`config.mk`:
```
export PLATFORM = sky130hd
export DESIGN_NAME = timing_pulse_generator
export DESIGN_NICKNAME = d
export VERILOG_FILES = /design/src/rtl/timing_pulse_generator.sv
export SDC_FILE = /design/constraint.sdc
export NUM_CORES = 1
export LEC_CHECK = 0
export ABC_AREA = 1
export CAP_MARGIN = 20
export CORE_MARGIN = 5
export CORE_UTILIZATION = 44
export CTS_CLUSTER_SIZE = 10
export DETAILED_ROUTE_END_ITERATION = 7
export PLACE_DENSITY = 0.75
export SETUP_SLACK_MARGIN = 0.15
export SLEW_MARGIN = 0
export SYNTH_ARGS = -nofsm -noshare
export SYNTH_HDL_FRONTEND = slang
export SYNTH_SLANG_ARGS = --single-unit
```
`constraint.sdc`:
```
create_clock -name SIM_CLK -period 1.32 [get_ports SIM_CLK]
set_input_delay 0.132 -clock SIM_CLK [delete_from_list [all_inputs] [get_ports SIM_CLK]]
set_output_delay 0.132 -clock SIM_CLK [all_outputs]
set_load 0.02 [all_outputs]
```
`src/rtl/timing_pulse_generator.sv`:
```
// Memory-cycle timing generator: walks T01..T12 with PH_PER_T phases each and
// drives active-low time pulses and phase strobes. Also handles monitor stop/step and GOJAM restart.
module timing_pulse_generator #(
  parameter int T_PER_MCT = 12,
  parameter int PH_PER_T  = 4,
  parameter int MCT_W     = 16
) (
  input  logic                 SIM_CLK,
  input  logic                 SIM_RST,
  input  logic                 p4VSW,
  input  logic                 GND,
  input  logic                 GOJAM,
  input  logic                 MSTP,
  input  logic                 MSTRT,
  output logic [T_PER_MCT-1:0] T_n,
  output logic                 T10_n,
  output logic                 P01_n,
  output logic                 P02_n,
  output logic                 P03_n,
  output logic                 P04_n,
  output logic                 RT_n,
  output logic                 CT_n,
  output logic                 WT_n,
  output logic                 TT_n,
  output logic                 STOPPED,
  output logic [MCT_W-1:0]     MCT_CNT
);

  localparam int TP_W = 4;
  localparam int PH_W = (PH_PER_T > 1) ? $clog2(PH_PER_T) : 1;
  localparam logic [TP_W-1:0] TP_LAST = TP_W'(T_PER_MCT - 1);
  localparam logic [PH_W-1:0] PH_LAST = PH_W'(PH_PER_T - 1);

  typedef enum logic {
    S_RUN     = 1'b0,
    S_STOPPED = 1'b1
  } state_e;

  state_e                 state_q, state_d;
  logic [TP_W-1:0]        tp_q, tp_d;
  logic [PH_W-1:0]        ph_q, ph_d;
  logic [MCT_W-1:0]       mct_q, mct_d;
  logic                   mstrt_q;
  logic [T_PER_MCT-1:0]   t_n_q, t_n_d;
  logic [3:0]             p_n_q, p_n_d;

  // Supply rails carry no logic; fold them into a deliberately unused net.
  logic unused_rails;
  assign unused_rails = &{1'b0, p4VSW, GND};

  always_comb begin : next_state
    state_d = state_q;
    tp_d    = tp_q;
    ph_d    = ph_q;
    mct_d   = mct_q;
    if (GOJAM) begin
      state_d = S_RUN;
      tp_d    = '0;
      ph_d    = '0;
    end else if (state_q == S_RUN) begin
      if (ph_q == PH_LAST) begin
        ph_d = '0;
        if (tp_q == TP_LAST) begin
          // End of T12: count the completed MCT and sample the stop request.
          tp_d  = '0;
          mct_d = mct_q + 1'b1;
          if (MSTP) state_d = S_STOPPED;
        end else begin
          tp_d = tp_q + 1'b1;
        end
      end else begin
        ph_d = ph_q + 1'b1;
      end
    end else if (MSTRT && !mstrt_q) begin
      state_d = S_RUN;
      tp_d    = '0;
      ph_d    = '0;
    end
  end

  // Outputs are decoded from next state and registered, so they change only on clock edges.
  always_comb begin : output_decode
    t_n_d = '1;
    p_n_d = '1;
    if (state_d == S_RUN) begin
      for (int k = 0; k < T_PER_MCT; k++) begin
        if (tp_d == TP_W'(k)) t_n_d[k] = 1'b0;
      end
      for (int k = 0; k < 4; k++) begin
        if (ph_d == PH_W'(k)) p_n_d[k] = 1'b0;
      end
    end
  end

  always_ff @(posedge SIM_CLK) begin
    if (SIM_RST) begin
      state_q <= S_RUN;
      tp_q    <= '0;
      ph_q    <= '0;
      mct_q   <= '0;
      mstrt_q <= 1'b0;
      t_n_q   <= {{(T_PER_MCT-1){1'b1}}, 1'b0};
      p_n_q   <= 4'b1110;
    end else begin
      state_q <= state_d;
      tp_q    <= tp_d;
      ph_q    <= ph_d;
      mct_q   <= mct_d;
      mstrt_q <= MSTRT;
      t_n_q   <= t_n_d;
      p_n_q   <= p_n_d;
    end
  end

  assign T_n     = t_n_q;
  assign T10_n   = t_n_q[9];
  assign P01_n   = p_n_q[0];
  assign P02_n   = p_n_q[1];
  assign P03_n   = p_n_q[2];
  assign P04_n   = p_n_q[3];
  assign RT_n    = p_n_q[0];
  assign CT_n    = p_n_q[1];
  assign WT_n    = p_n_q[2];
  assign TT_n    = p_n_q[3];
  assign STOPPED = (state_q == S_STOPPED);
  assign MCT_CNT = mct_q;

endmodule

```
==> results of run 1 <==
state kept, by name, indices dropped and copies added, names as in the netlist:
name / cells
MCT_CNT: 16
STOPPED: 1
T_n: 12
mstrt_q: 1
p_n_q: 4
ph_q: 2
tp_q: 4
what timing repair did:
action / CTS / global route
gates resized for setup: 75 / 36
endpoints found under the hold margin: 0 / 0
pin swaps: 15 / 12
endpoints found under the setup margin: 74 / 52
buffers inserted: 6 / 8
report_power, final:
| group | switching [mW] | internal (mW) | leakage [nW] |
|---|---|---|---|
| clock | 0.466 | 0.570 | 0.0548 |
| combinational | 0.0866 | 0.0722 | 0.795 |
| sequential | 0.00586 | 1.21 | 0.333 |
| total | 0.558 | 1.86 | 1.18 |
critical path: cells and delay by family, from the launching register on:
family                   cells  cell delay (ps)
buffers and inverters        2              290
flip-flops                   1              360
AO/OA/AOI/OAI                1              120
AND/OR/NAND/NOR              5              470
adder cells (fa/ha/maj)      1              180
routing by layer:
metal  part of all wire [%]  up-vias  GRT usage, %
li1                       -      955             -
met1                     40      826          20.1
met2                     51       51          29.5
met3                    5.3       17          4.94
met4                    3.9        0          8.50
met5                      0        -             0
logic make-up after synthesis:
| logic type | share of synthesized area (%) |
|---|---|
| and+or+nand+nor | 37.9 |
| DFF | 43.2 |
| buffers and inverters | 8.78 |
| adders and majority gates | 2.03 |
| AOI/OAI and AO/OA | 7.56 |
| xor gates and xnor gates | 0.473 |
layout make-up:
cell class	instances	area, um2
multi-input combinational	179	1090
timing repair buffer	78	647
tap	50	62.6
clock inverter	3	46.3
sequential	40	825
clock buffer	5	68.8
inverter	28	109
fill	332	1180
cells in the final DEF (no fill, tap or decap), types with 9 or more instances in the layout:
cell,synthesis,routed
nor2_1,38,32
dfxtp_1,40,23
inv_1,25,22
nor2_4,4,12
dlygate4sd2_1,0,22
nand2_1,70,58
nand3_1,18,14
buf_4,5,32
dfxtp_2,0,16
nand2_2,4,10
a21oi_1,11,9
how the worst max path moves through the flow:
| stage | end | slack [ps] |
|---|---|---|
| after floorplan | MCT_CNT[12]$_SDFFE_PP0P_ | 6 |
| after detailed placement | T_n[8]$_SDFF_PP1_ | -310 |
| after global placement | T_n[8]$_SDFF_PP1_ | -250 |
| after global routing | p_n_q[0]$_SDFF_PP0_ | -290 |
| final | p_n_q[0]$_SDFF_PP0_ | -170 |
| after CTS | MCT_CNT[8]$_SDFFE_PP0P_ | -160 |
metrics by stage:
step / util, % / hold slack (ps) / cells
4_1_cts: 67.8 / 371 / 375
2_1_floorplan: - / 198 / 255
3_5_place_dp: 62.5 / 489 / 361
3_3_place_gp: 62.5 / 479 / 361
5_1_grt: 70.7 / 387 / 383
6_report: 70.7 / 375 / 383
==> results.toml, run 1 <==
[run_status]
status = "complete, but fails checks"
violations = "setup timing"

[timing]
setup_slack_ps = -169
fin_crit_sh_pct = 113
hold_viol_final = 0
setup_viol = 36
maxSlewViolCount = 0
tightest_slew_ps = 359
timing.fmax_mhz = 672
setup_tns_ps = -3520
relSlewSlack_pct = 75.9
finClkSkew_ps = 3.77
rsz0062_at_grt = "true"
post-route-min-period_ps = 1490

[grt]
grt_pass1_vias = 1746
overflow = 0
grt_usage_pct = 17.4
grt_pass1_wl_um = 7530
grt_max_degree = 15
antenna_found_initial = 0

[setup_path]
cp-startpoint = "ph_q[0]$_SDFF_PP0_"
start_kind = "flop"
cp_data_required_time_ps = 1540
crit_path_max_fanout = 6
cp_slowest_cell = "dfxtp_2"
r2r-end = "p_n_q[0]$_SDFF_PP0_"
path_cells = "ha_4 > nand2_4 > nor2_4 > buf_4 > nand3_2 > nand2_2 > nand2_4 > buf_4 > a31oi_1"
critical_path_class = "flop to flop"
cp-end-kind = "flop"
reg2reg_slack_ps = -170
crit_path_max_incr_delay_ps = 360
crit_arrival_ps = 1710
ff2ff_path_depth = 9
r2r_start = "ph_q[0]$_SDFF_PP0_"

[drt]
routed_wirelength_um = 4900
viasPerCell = 4.83
drc_errors = 0
wire_per_inst_um = 12.8
drt_iter0_drc = 68
vias = 1849
postRouteAntennaNets = 0
firstDrtPassIters = 4

[power_and_ir_drop]
power_mw = 2.41
ir_drop_v = 0.000564
power.leakage_nw = 1.18
cellPowerDensity_nw_per_um2 = 847

[synth]
ys_warn_count = 0
synth_edf_count = 0
ys_types = 29
postSynth.asyncResetShare_pct = 0
yosysTopAreaCellShare_pct = 43.2
synthTopCellsByArea = "dfxtp_1 43%, nand2_1 14%, nor2_1 7.7%"
syn_nets = 265
syn_avg_cell_area_um2 = 7.27
yosysTopAreaCell = "dfxtp_1"
syn_area_um2 = 1850
ys_ff_latch = 40
synth_common_cells = "70 x nand2_1, 40 x dfxtp_1, 38 x nor2_1"
syn_inst = 255
ys_seq_area_share_pct = 43.2
synth_most_common_cell = "nand2_1"
ys.flop_type = "dfxtp_1"

[place]
place_congestion = 0.827
hpwlAfterDp_um = 3290
io_buffers = 42
dpl_worst_slack_ps = -306
place_area_um2 = 2520

[final_layout]
design_area_um2 = 2850
nNetsFinal = 342
syn_to_final_growth_pct = 53.7
drive_gt1_share_pct = 38.7
insertedDiodeCount = 0

[min_path]
hold_depth = 3
hold_path_end = "mstrt_q$_SDFF_PP0_"
hold_start = "MSTRT"
min_path_type = "primary input to flop"

[floorplanning]
dieArea_um2 = 5610
die_y_um = 74.9
core_um2 = 4030
start_util_pct = 46.0
rows = 23
ios = 45
die_width_um = 74.9

[clock_network]
root_buffer = "clkbuf_8"
clk_latency_ps = 290
cts.sinks = 40
cts_hold_buffers = 0
cts_htree_levels = 2
cts_tree = "built"
cts_buffers = 5
clk_pin_slew_ps = 80
clk_path_buf_depth = 2

[job]
maxCapViolations = 0
(Power assumes the default switching activity.)
==> run 2: changes to the inputs <==
Settings changed: MAX_ROUTING_LAYER set to met4.
==> run 2 against run 1 <==
Effect of this change:
- critical path depth unchanged
- clock skew increased by 1.1 ps
- sequential power about the same
- highest routed layer unchanged
- non-clock buffer count unchanged
- core utilization about the same
- fmax about the same
- register-to-register slack about the same
- power decreased by 0.22%
- clock power about the same
- die area unchanged
- the flow still finishes with violations (setup timing)
- via count decreased by 0.27%
==> results.toml, run 2 (synthesis results as in run 1) <==
[drt]
drt_iter0_drc = 74
vias = 1844
firstDrtPassIters = 4
viasPerCell = 4.81
postRouteAntennaNets = 0
wire_per_inst_um = 12.7
drc_errors = 0
routed_wirelength_um = 4870

[final_layout]
nNetsFinal = 342
largest_reg_flops = 16
syn_to_final_growth_pct = 53.8
design_area_um2 = 2850
final_cell_mix = "58 x nand2_1, 32 x nor2_1, 32 x buf_4, 23 x dfxtp_1, 22 x inv_1"
final_common_cell = "nand2_1"
final_util_pct = 70.7
drive_gt1_share_pct = 38.7
insertedDiodeCount = 0

[place]
dpl_worst_slack_ps = -306
place_area_um2 = 2520
hpwlAfterDp_um = 3290
io_buffers = 42
place_congestion = 0.839

[setup_path]
path_buf_inv = 2
cp_slowest_cell = "dfxtp_2"
r2r_start = "ph_q[0]$_SDFF_PP0_"
crit_path_max_fanout = 6
crit_family = "simple AND/OR/NAND/NOR gates"
cp-end-kind = "flop"
crit_arrival_ps = 1710
path_cells = "ha_4 > nand2_4 > nor2_4 > buf_4 > nand3_2 > nand2_2 > nand2_4 > buf_4 > a31oi_1"
ff2ff_path_depth = 9
cp_data_required_time_ps = 1540
start_kind = "flop"
crit_path_max_incr_delay_ps = 360
reg2reg_slack_ps = -170
r2r-end = "p_n_q[0]$_SDFF_PP0_"
critical_path_class = "flop to flop"

[clock_network]
cts_htree_levels = 2
cts_buffers = 5
clk_path_buf_depth = 2
cts.sinks = 40
cts_tree = "built"
clk_latency_ps = 290
clk_pin_slew_ps = 80
root_buffer = "clkbuf_8"

[grt]
grt_pass1_vias = 1752
overflow = 0
grt_usage_pct = 18.0
grt_pass1_wl_um = 7540
antenna_found_initial = 0
grt_max_degree = 15

[timing]
setup_slack_ps = -169
rsz0062_at_grt = "true"
hold_viol_final = 0
tightest_slew_ps = 350
setup_viol = 36
post-route-min-period_ps = 1490
relSlewSlack_pct = 76.5
finClkSkew_ps = 4.89
timing.fmax_mhz = 672
maxSlewViolCount = 0
whs_ps = 376
fin_crit_sh_pct = 113

[run_status]
violations = "setup timing"
status = "complete, but fails checks"

[floorplanning]
rows = 23
dieArea_um2 = 5610
die_width_um = 74.9
core_um2 = 4030
die_y_um = 74.9
ios = 45
start_util_pct = 46.0

[min_path]
min_path_type = "primary input to flop"
hold_start = "MSTRT"
hold_depth = 3
hold_path_end = "mstrt_q$_SDFF_PP0_"

[power_and_ir_drop]
internal-power_mw = 1.86
power_frac_clock_pct = 42.8
power_mw = 2.41
power.leakage_nw = 1.18
ir_drop_v = 0.000563
p_sw_share_pct = 23.0
power_frac_comb_pct = 6.6
p_switching_mw = 0.553
cellPowerDensity_nw_per_um2 = 845
seq_power_share_pct = 50.6

[job]
maxCapViolations = 0
## run 2: cell types whose count changed in the layout (fill, tap and decap cells not counted), sizes merged
cell	change
clkdlybuf4s15	+1
dlygate4sd2	-1
## run 2: worst max-delay path by stage
stage | startpoint | end | depth (start not counted)
6_report | ph_q[0]$_SDFF_PP0_ | p_n_q[0]$_SDFF_PP0_ | 9
5_1_grt | ph_q[0]$_SDFF_PP0_ | p_n_q[0]$_SDFF_PP0_ | 9
4_1_cts | ph_q[0]$_SDFF_PP0_ | MCT_CNT[8]$_SDFFE_PP0P_ | 9
3_5_place_dp | GOJAM | T_n[8]$_SDFF_PP1_ | 8
3_3_place_gp | GOJAM | T_n[8]$_SDFF_PP1_ | 8
2_1_floorplan | ph_q[1]$_SDFF_PP0_ | MCT_CNT[12]$_SDFFE_PP0P_ | 9
## run 2: through the flow
step | setup TNS (ps) | std cells
floorplan | 0 | 255
global placement | -5200 | 361
detailed placement | -6000 | 361
CTS | -3400 | 375
global route | -7060 | 383
finish | -3550 | 383
## run 2: power by group through the flow
stage	Clock [mW]	Sequential, mW	Combinational, mW
after floorplan	0	1.26	0.0618
after global placement	0	1.25	0.134
after detailed placement	0	1.25	0.134
after CTS	1.06	1.22	0.135
after global routing	1.12	1.22	0.171
final	1.03	1.22	0.159
## run 2: repair_timing
item                                    4_1_cts  5_1_grt
gates cloned                                  0        0
resized for setup                            75       37
endpoints found under the setup margin       74       53
pin swaps                                    15       12
setup buffers                                 6        8
endpoints found under the hold margin         0        0
hold buffers                                  0        0
## run 2: final cells by class
class	instances	area [um2]
fillers	333	1180
clock buffers	5	68.8
clock inverters	3	46.3
inverters	28	109
repair buffers	78	648
well taps	50	62.6
flip-flops and latches	40	825
multi-input cells	179	1090
## run 2: metal layers
layer,vias up,wire (um),share of wire [%],global-route usage (%)
met5,-,0,0,-
met1,822,2000,41,20.6
met3,16,223,4.6,4.41
met2,53,2470,51,29.5
met4,0,177,3.6,8.50
li1,953,-,-,-
## run 2: worst reg2reg max path, delay by kind of cell (launching register included)
kind / cells / cell delay (ps)
simple gates: 5 / 470
buf+inv: 2 / 290
fa+ha+maj: 1 / 180
compound gates: 1 / 120
flops: 1 / 360
==> run 3: changes to the inputs <==
--- a/constraint.sdc
+++ b/constraint.sdc
@@ -3,2 +3,2 @@
 set_output_delay 0.132 -clock SIM_CLK [all_outputs]
-set_load 0.02 [all_outputs]
+set_load 0.05 [all_outputs]
==> run 3 against run 2 <==
Effect of this change:
- the run still ends with setup timing left
- highest routed layer unchanged
- count of clock-buffer cells in the layout stayed put
- first-iteration DRC count is 140% higher
- power is 5.2% higher
- combinational power is 52% higher
==> results.toml, run 3 (synthesis results as in run 1) <==
[setup_path]
r2r-end = "MCT_CNT[15]$_SDFFE_PP0P_"
crit_path_max_fanout = 6
start_kind = "flop"
path_buf_inv = 2
r2r_start = "ph_q[0]$_SDFF_PP0_"
crit_family = "simple AND/OR/NAND/NOR gates"
cp_data_required_time_ps = 1540
cp-end-kind = "flop"
path_cells = "ha_4 > nand2_4 > nor2_4 > buf_6 > nand3_4 > buf_6 > nor2_4 > nand4_1 > nand2_1 > nor2_1"
cp_slowest_cell = "dfxtp_2"
ff2ff_path_depth = 10
crit_arrival_ps = 1920
cp-startpoint = "ph_q[0]$_SDFF_PP0_"
reg2reg_slack_ps = -390
crit_path_max_incr_delay_ps = 380
critical_path_class = "flop to flop"

[grt]
overflow = 0
grt_usage_pct = 25.0
grt_pass1_wl_um = 10100
grt_max_degree = 15
antenna_found_initial = 0
grt_pass1_vias = 2125

[final_layout]
multiInputGateArea_um2 = 1240
largest_reg_flops = 16
nNetsFinal = 344
final_common_cell = "nand2_1"
design_area_um2 = 3530
final_cell_mix = "53 x nand2_1, 39 x buf_12, 26 x nor2_1, 24 x buf_4, 22 x inv_1"
nFillCells = 165
insertedDiodeCount = 0
final_util_pct = 87.6
syn_to_final_growth_pct = 90.5
seqCellArea_um2 = 855
drive_gt1_share_pct = 54.0

[power_and_ir_drop]
ir_drop_v = 0.000739
power.leakage_nw = 1.47
cellPowerDensity_nw_per_um2 = 717

[drt]
routed_wirelength_um = 7450
firstDrtPassIters = 5
drc_errors = 0
drt_iter0_drc = 174
wire_per_inst_um = 19.4
postRouteAntennaNets = 0
viasPerCell = 5.55
top_layer = "met4"
vias = 2138
wl_met2_um = 4010
drt-met1-wl_um = 2540
wl_met3_um = 444

[floorplanning]
start_util_pct = 46.0
core_um2 = 4030
dieArea_um2 = 5610
die_width_um = 74.9
die_y_um = 74.9
rows = 23
ios = 45

[clock_network]
cts_tree = "built"
clk_pin_slew_ps = 100
clk_path_buf_depth = 2
cts_buffers = 5
cts.sinks = 40
root_buffer = "clkbuf_8"
clk_latency_ps = 320
cts_htree_levels = 2

[min_path]
min_path_type = "primary input to flop"
hold_path_end = "mstrt_q$_SDFF_PP0_"
hold_start = "MSTRT"
hold_depth = 3

[timing]
post-route-min-period_ps = 1710
relSlewSlack_pct = 76.6
tightest_slew_ps = 351
setup_slack_ps = -387
setup_viol = 37
rsz0062_at_grt = "true"
timing.fmax_mhz = 586
maxSlewViolCount = 0
setup_tns_ps = -9340
hold_viol_final = 0
fin_crit_sh_pct = 129
finClkSkew_ps = 11.3

[place]
hpwlAfterDp_um = 3780
place_congestion = 0.876
place_area_um2 = 2930
io_buffers = 42

[run_status]
status = "complete, but fails checks"
violations = "setup timing"

[job]
maxCapViolations = 0
[run 3: changes by cell type in the layout (fill, tap and decap cells not counted), moves of 6 or more]
cell             delta
buf_12             +39
dlygate4sd2_1      -21
dfxtp_4            +11
dfxtp_2             -9
buf_4               -8
buf_6               +8
clkdlybuf4s15_1     -7
clkbuf_2            -6
nor2_1              -6
[run 3: area by class of cell]
cell class	instances	share of cell area, %
Clock buffer	5	1.95
Timing Repair Buffer	80	32.6
Multi-Input combinational cell	179	35.0
Tap cell	50	1.77
Clock inverter	3	1.28
Inverter	28	3.19
Sequential cell	40	24.2
[run 3: timing repair]
action,CTS,global route
pin swaps,21,23
endpoints found under the setup margin,37,39
buffers inserted,7,11
hold buffers,0,0
gates resized for setup,49,37
[run 3: power breakdown]
| group | internal [mW] | total, mW | leakage, nW | switching (mW) |
|---|---|---|---|---|
| sequential | 1.19 | 1.21 | 0.337 | 0.0135 |
| combinational | 0.104 | 0.241 | 1.08 | 0.137 |
| clock | 0.572 | 1.09 | 0.0591 | 0.515 |
[run 3: worst max path at each step]
stage                                     to  slack (ps)  cells past startpoint
detailed placement         T_n[9]$_SDFF_PP1_        -320                      9
finish              MCT_CNT[15]$_SDFFE_PP0P_        -390                     10
floorplan           MCT_CNT[12]$_SDFFE_PP0P_          -5                      9
CTS                        T_n[4]$_SDFF_PP1_        -190                      8
global placement           T_n[9]$_SDFF_PP1_        -220                      9
global route        MCT_CNT[15]$_SDFFE_PP0P_        -420                     10
[run 3: per-stage QoR]
stage | hold WS [ps] | std cells | setup slack [ps] | power, mW
2_1_floorplan | 198 | 255 | -5.32 | 1.32
5_1_grt | 428 | 385 | -423 | 2.59
3_3_place_gp | 483 | 359 | -216 | 1.41
6_report | 396 | 385 | -387 | 2.53
3_5_place_dp | 491 | 359 | -321 | 1.42
4_1_cts | 361 | 374 | -189 | 2.47
[run 3: worst reg2reg max path: cells and delay by family (launching register included)]
kind                     cells  cell delay [ps]
flip-flops                   1              380
adder cells (fa/ha/maj)      1              190
AND/OR/NAND/NOR              7              750
buffers and inverters        2              290
[run 3: metal layers]
layer  vias up  global-route usage (%)
li1        962                       -
met1      1018                    25.3
met2       120                    43.6
met3        38                    6.28
met4         0                    14.0
met5         -                       -
==> patch 1 (settings of run 3) <==
`tp_q` no longer has a reset.
--- a/src/rtl/timing_pulse_generator.sv
+++ b/src/rtl/timing_pulse_generator.sv
@@ -95,7 +95,6 @@
   always_ff @(posedge SIM_CLK) begin
     if (SIM_RST) begin
       state_q <= S_RUN;
-      tp_q    <= '0;
       ph_q    <= '0;
       mct_q   <= '0;
       mstrt_q <= 1'b0;
@@ -103,13 +102,16 @@
       p_n_q   <= 4'b1110;
     end else begin
       state_q <= state_d;
-      tp_q    <= tp_d;
       ph_q    <= ph_d;
       mct_q   <= mct_d;
       mstrt_q <= MSTRT;
       t_n_q   <= t_n_d;
       p_n_q   <= p_n_d;
     end
+  end
+
+  always_ff @(posedge SIM_CLK) begin
+    tp_q <= tp_d;
   end
 
   assign T_n     = t_n_q;
Behaviour: differs if SIM_RST is asserted again (counterexample within 10 cycles, from zero or initial values and one cycle with SIM_RST high); with SIM_RST held inactive, the same outputs for 10 cycles.
==> patch 1 against run 3 <==
- the flow still finishes with violations (setup timing)
- total power is 6.7% lower
- count of clock-buffer cells in the layout is 1 higher
- design area is 7.6% lower
- wire length is 28% lower
- worst setup slack better by 0.16 ns
- hold slack worse by 0.024 ns
- sequential cell count stayed put
- critical path type unchanged
- fmax is 10% higher
- largest power group unchanged
- synthesized area is 0.68% lower
==> patch 1: results (changes against run 3) <==
Parameter                              Value

Routing
  Violation count after the first detailed-route iteration    78 (-55%)
  Total wire length    5350 microns (-28%)
  Vias after detailed routing    1786 (-16%)

Global routing
  Global-route met2 utilization    33.4% (-10 points)
  Total GRT Usage    19.8% (-5.2 points)
  Global-route track usage on met3    4.94% (-1.3 points)

Worst setup path
  Worst Setup EP    T_n[3]$_SDFF_PP1_
  Worst r2r path cells    10 (unchanged)
  R2r setup slk    -0.23 ns (+0.16 ns)
  CP peak stage delay    0.35 ns (-0.03 ns)
  Critical path arrival    1.73 ns (-0.19 ns)

Power and ir drop
  VDD IR max    0.668 mV (-9.6%)
  Leakage component of the power    1.41 nW (-4.5%)

STA
  Setup clock skew after layout    0.0116 ns (+0.000304 ns)
  Slew Limit Headroom    77.7% (+1.1 points)
  Final count of negative-setup-slack endpoints    34 (-8.1%)
  Worst Setup Slack, final    -0.229 ns (+0.158 ns)

Run status
  Violations in the final reports    setup timing
  Status    finished, violations left

Yosys
  Biggest area contributors in the synthesized netlist    sky130_fd_sc_hd__dfxtp_1 44%, sky130_fd_sc_hd__nand2_1 11%, sky130_fd_sc_hd__nor2_1 6.3%
  Share of the synthesized netlist area taken by xor and xnor gates    0.476% (+0.0032 points)
  Distinct cell type count after synthesis    36 (+24%)
  Fraction of the mapped netlist area in compound gates    9.31% (+1.8 points)
  Synth Net Count    247 (-6.8%)
  Adder and majority cell fraction of the synthesized area    2.04% (+0.014 points)
  List of most frequent post-synthesis cells    54 x sky130_fd_sc_hd__nand2_1, 40 x sky130_fd_sc_hd__dfxtp_1, 31 x sky130_fd_sc_hd__nor2_1
  Register area share after synthesis    43.5% (+0.29 points)

Clock network
  Resized cells post-CTS    28 (-43%)
  Count of buffers added by post-CTS timing repair for setup    3 (-4)
  Clock insertion delay at the later pin of the skew report    0.30 ns (-0.02 ns)

Placement
  Gpl congestion    0.840 (-4.2%)
  Dpl hpwl    3350 microns (-11%)
patch 1: worst min path at each step:
| stage | from | to | slack [ns] | cells past startpoint |
|---|---|---|---|---|
| floorplan | SIM_RST | ph_q[1]$_SDFF_PP0_ | 0.20 | 1 |
| global placement | MCT_CNT[4]$_SDFFE_PP0P_ | MCT_CNT[4]$_SDFFE_PP0P_ | 0.50 | 2 |
| detailed placement | MCT_CNT[3]$_SDFFE_PP0P_ | MCT_CNT[3]$_SDFFE_PP0P_ | 0.50 | 2 |
| CTS | MSTRT | mstrt_q$_SDFF_PP0_ | 0.37 | 3 |
| global route | MSTRT | mstrt_q$_SDFF_PP0_ | 0.38 | 3 |
| finish | MSTRT | mstrt_q$_SDFF_PP0_ | 0.37 | 3 |
patch 1: through the flow:
stage	std cells	setup TNS [ns]	util, %	power, mW	setup slack [ns]
2_1_floorplan	237	-0.287	-	1.34	-0.0499
3_3_place_gp	335	-4.61	71.1	1.42	-0.200
3_5_place_dp	335	-5.01	71.1	1.42	-0.233
4_1_cts	346	-1.71	76.8	2.37	-0.150
5_1_grt	351	-7.61	81.0	2.45	-0.328
6_report	351	-5.12	81.0	2.36	-0.229
patch 1: power by group:
part | switching [mW] | internal [mW]
sequential | 0.0133 | 1.19
combinational | 0.110 | 0.0863
clock | 0.466 | 0.493
patch 1: layout make-up:
type / instances / area [sq um]
fillers: 229 / 766
flip-flops and latches: 40 / 852
inverters: 30 / 138
clock inverters: 2 / 17.5
clock buffers: 6 / 93.8
multi-input cells: 159 / 1100
repair buffers: 64 / 997
well taps: 50 / 62.6
patch 1: routing by layer:
layer | part of all wire, % | up-vias
li1 | - | 871
met2 | 54 | 51
met1 | 38 | 845
met3 | 4.5 | 19
met4 | 3.4 | 0
met5 | 0 | -
==> patch 2 (config.mk and constraints of run 3) <==
Without the edit above. `PH_PER_T`: 4 -> 16.
--- a/src/rtl/timing_pulse_generator.sv
+++ b/src/rtl/timing_pulse_generator.sv
@@ -2,7 +2,7 @@
 // drives active-low time pulses and phase strobes. Also handles monitor stop/step and GOJAM restart.
 module timing_pulse_generator #(
   parameter int T_PER_MCT = 12,
-  parameter int PH_PER_T  = 4,
+  parameter int PH_PER_T  = 16,
   parameter int MCT_W     = 16
 ) (
   input  logic                 SIM_CLK,
Behaviour: not the same (a bounded check fails within 10 cycles, from zero or initial values and one cycle with SIM_RST high).
==> patch 2 against run 3 <==
- the run still ends with setup timing left
- design area increased by 5.4%
- worst setup slack gained 0.040 ns
- sequential power rose by 6%
- total power fell by 5.6%
- wire length up 1.9%
- sequential cell count grew 2
- count of clock-buffer cells in the layout stayed put
- synthesized area grew 5.1%
- largest cell class unchanged
==> patch 2: results (changes against run 3) <==
Parameter                              Value

STA
  Worst Hold Margin    0.402 ns (+0.00532 ns)
  Slew Limit Headroom    71.0% (-5.5 points)
  Setup clock skew after layout    0.0107 ns (-0.000604 ns)
  Worst Setup Slack, final    -0.348 ns (+0.0397 ns)
  Final count of negative-setup-slack endpoints    37 (unchanged)

Global routing
  Total GRT Usage    21.2% (-3.8 points)
  Global-route track usage on met3    5.08% (-1.2 points)
  Number of global-route vias before repair    2054 (-3.3%)
  M1 GR Usage    23.0% (-2.3 points)
  Global-route met2 utilization    37.6% (-6.0 points)
  Maximum number of pins on one net before global-route repair    16 (+1)
  Global-route wire length before repair    9780 microns (-3.1%)

Run status
  Violations in the final reports    setup timing
  Status    finished, violations left

Yosys
  Distinct cell type count after synthesis    27 (-6.9%)
  Async set or reset register ratio after synthesis    0% (unchanged)
  Biggest area contributors in the synthesized netlist    sky130_fd_sc_hd__dfxtp_1 43%, sky130_fd_sc_hd__nand2_1 13%, sky130_fd_sc_hd__inv_1 7.5%
  List of most frequent post-synthesis cells    68 x sky130_fd_sc_hd__nand2_1, 42 x sky130_fd_sc_hd__dfxtp_1, 39 x sky130_fd_sc_hd__inv_1
  Register area share after synthesis    43.2% (about the same)
  Synth Net Count    271 (+2.3%)

Placement
  Post-placement setup slack    -0.303 ns (+0.0175 ns)
  Dpl hpwl    3750 microns (-0.89%)
  Gpl congestion    0.888 (+1.4%)

Routing
  First-pass iteration count of the detailed router    4 (-1)
  Violation count after the first detailed-route iteration    220 (+26%)
  Number of vias per cell after detailed routing    5.53 (-0.33%)
  Highest metal layer with signal wires    met4
  Wirelength per Cell    18.9 microns (-2.4%)
  Met1 WL    2650 microns (+4.2%)
  Routed length on met2    4050 microns (+1.1%)
  Length of routed met3 wiring    435 microns (-2.0%)

Finish
  Layout net count    359 (+4.4%)
  Count of filler cells inserted in the layout    195 (+18%)
  Flip-flop count of the largest register after layout    16 (unchanged)
  Fraction of final layout cells with drive strength greater than 1    56.9% (+2.8 points)

Power and ir drop
  Internal power    1.74 mW (-6.7%)
  Leakage component of the power    1.72 nW (+17%)
  VDD IR max    0.654 mV (-12%)

Clock network
  Clock slew seen by the registers of the worst setup and hold paths    0.09 ns

Worst setup path
  Crit. Startpoint    ph_q[0]$_SDFF_PP0_
  Biggest fanout along the worst timing path    4 (-2)
  Critical path arrival    1.87 ns (-0.05 ns)
  Slowest CP cell    sky130_fd_sc_hd__dfxtp_2
  Worst Setup EP    T_n[11]$_SDFF_PP1_
  End of the worst register-to-register path    T_n[11]$_SDFF_PP1_
  Worst r2r path cells    9 (-1)
  CP peak stage delay    0.36 ns (-0.02 ns)

Hold path
  Hold Path Cell Cnt    3 (unchanged)
  Origin of the worst min-delay path    MSTRT
==> patch 2: cell type report <==
| class | instances | area share, % |
|---|---|---|
| multi-input cells | 172 | 34.5 |
| repair buffers | 89 | 33.1 |
| flip-flops and latches | 42 | 23.7 |
| inverters | 39 | 4.61 |
| clock buffers | 5 | 1.85 |
| well taps | 52 | 1.75 |
| clock inverters | 3 | 0.571 |
==> patch 2: per-stage QoR <==
| stage | setup TNS (ns) | area (sq um) | util, % | cells |
|---|---|---|---|---|
| floorplan | -1.49 | 2110 | - | 261 |
| global placement | -4.90 | 3210 | 74.1 | 385 |
| detailed placement | -6.58 | 3210 | 74.1 | 385 |
| CTS | -3.23 | 3510 | 81.2 | 399 |
| global route | -10.03 | 3720 | 86.1 | 402 |
| finish | -7.46 | 3720 | 86.1 | 402 |
==> patch 2: cells by family after synthesis <==
kind of cell	synth area share (%)
AND/OR/NAND/NOR	36.3
buffers and inverters	11.4
flip-flops	43.2
AO/OA/AOI/OAI	5.85
XOR/XNOR	1.35
adder cells (fa/ha/maj)	1.93
==> patch 2: what timing repair did <==
item                                    CTS  global route
resized for setup                        37            53
endpoints found under the setup margin   39            41
cloned                                    1             0
pin swaps                                22            27
buffers inserted                          5             3
==> patch 2: power groups by stage <==
stage,Clock [mW],Combinational (mW),Sequential [mW]
2_1_floorplan,0,0.0878,1.32
3_3_place_gp,0,0.182,1.30
3_5_place_dp,0,0.186,1.30
4_1_cts,0.888,0.198,1.27
5_1_grt,0.959,0.236,1.28
6_report,0.889,0.227,1.28
==> patch 2: tightest hold or removal path: cells and delay by family <==
family	cells	cell delay, ns
buffers and inverters	2	0.50
and+or+nand+nor	1	0.04
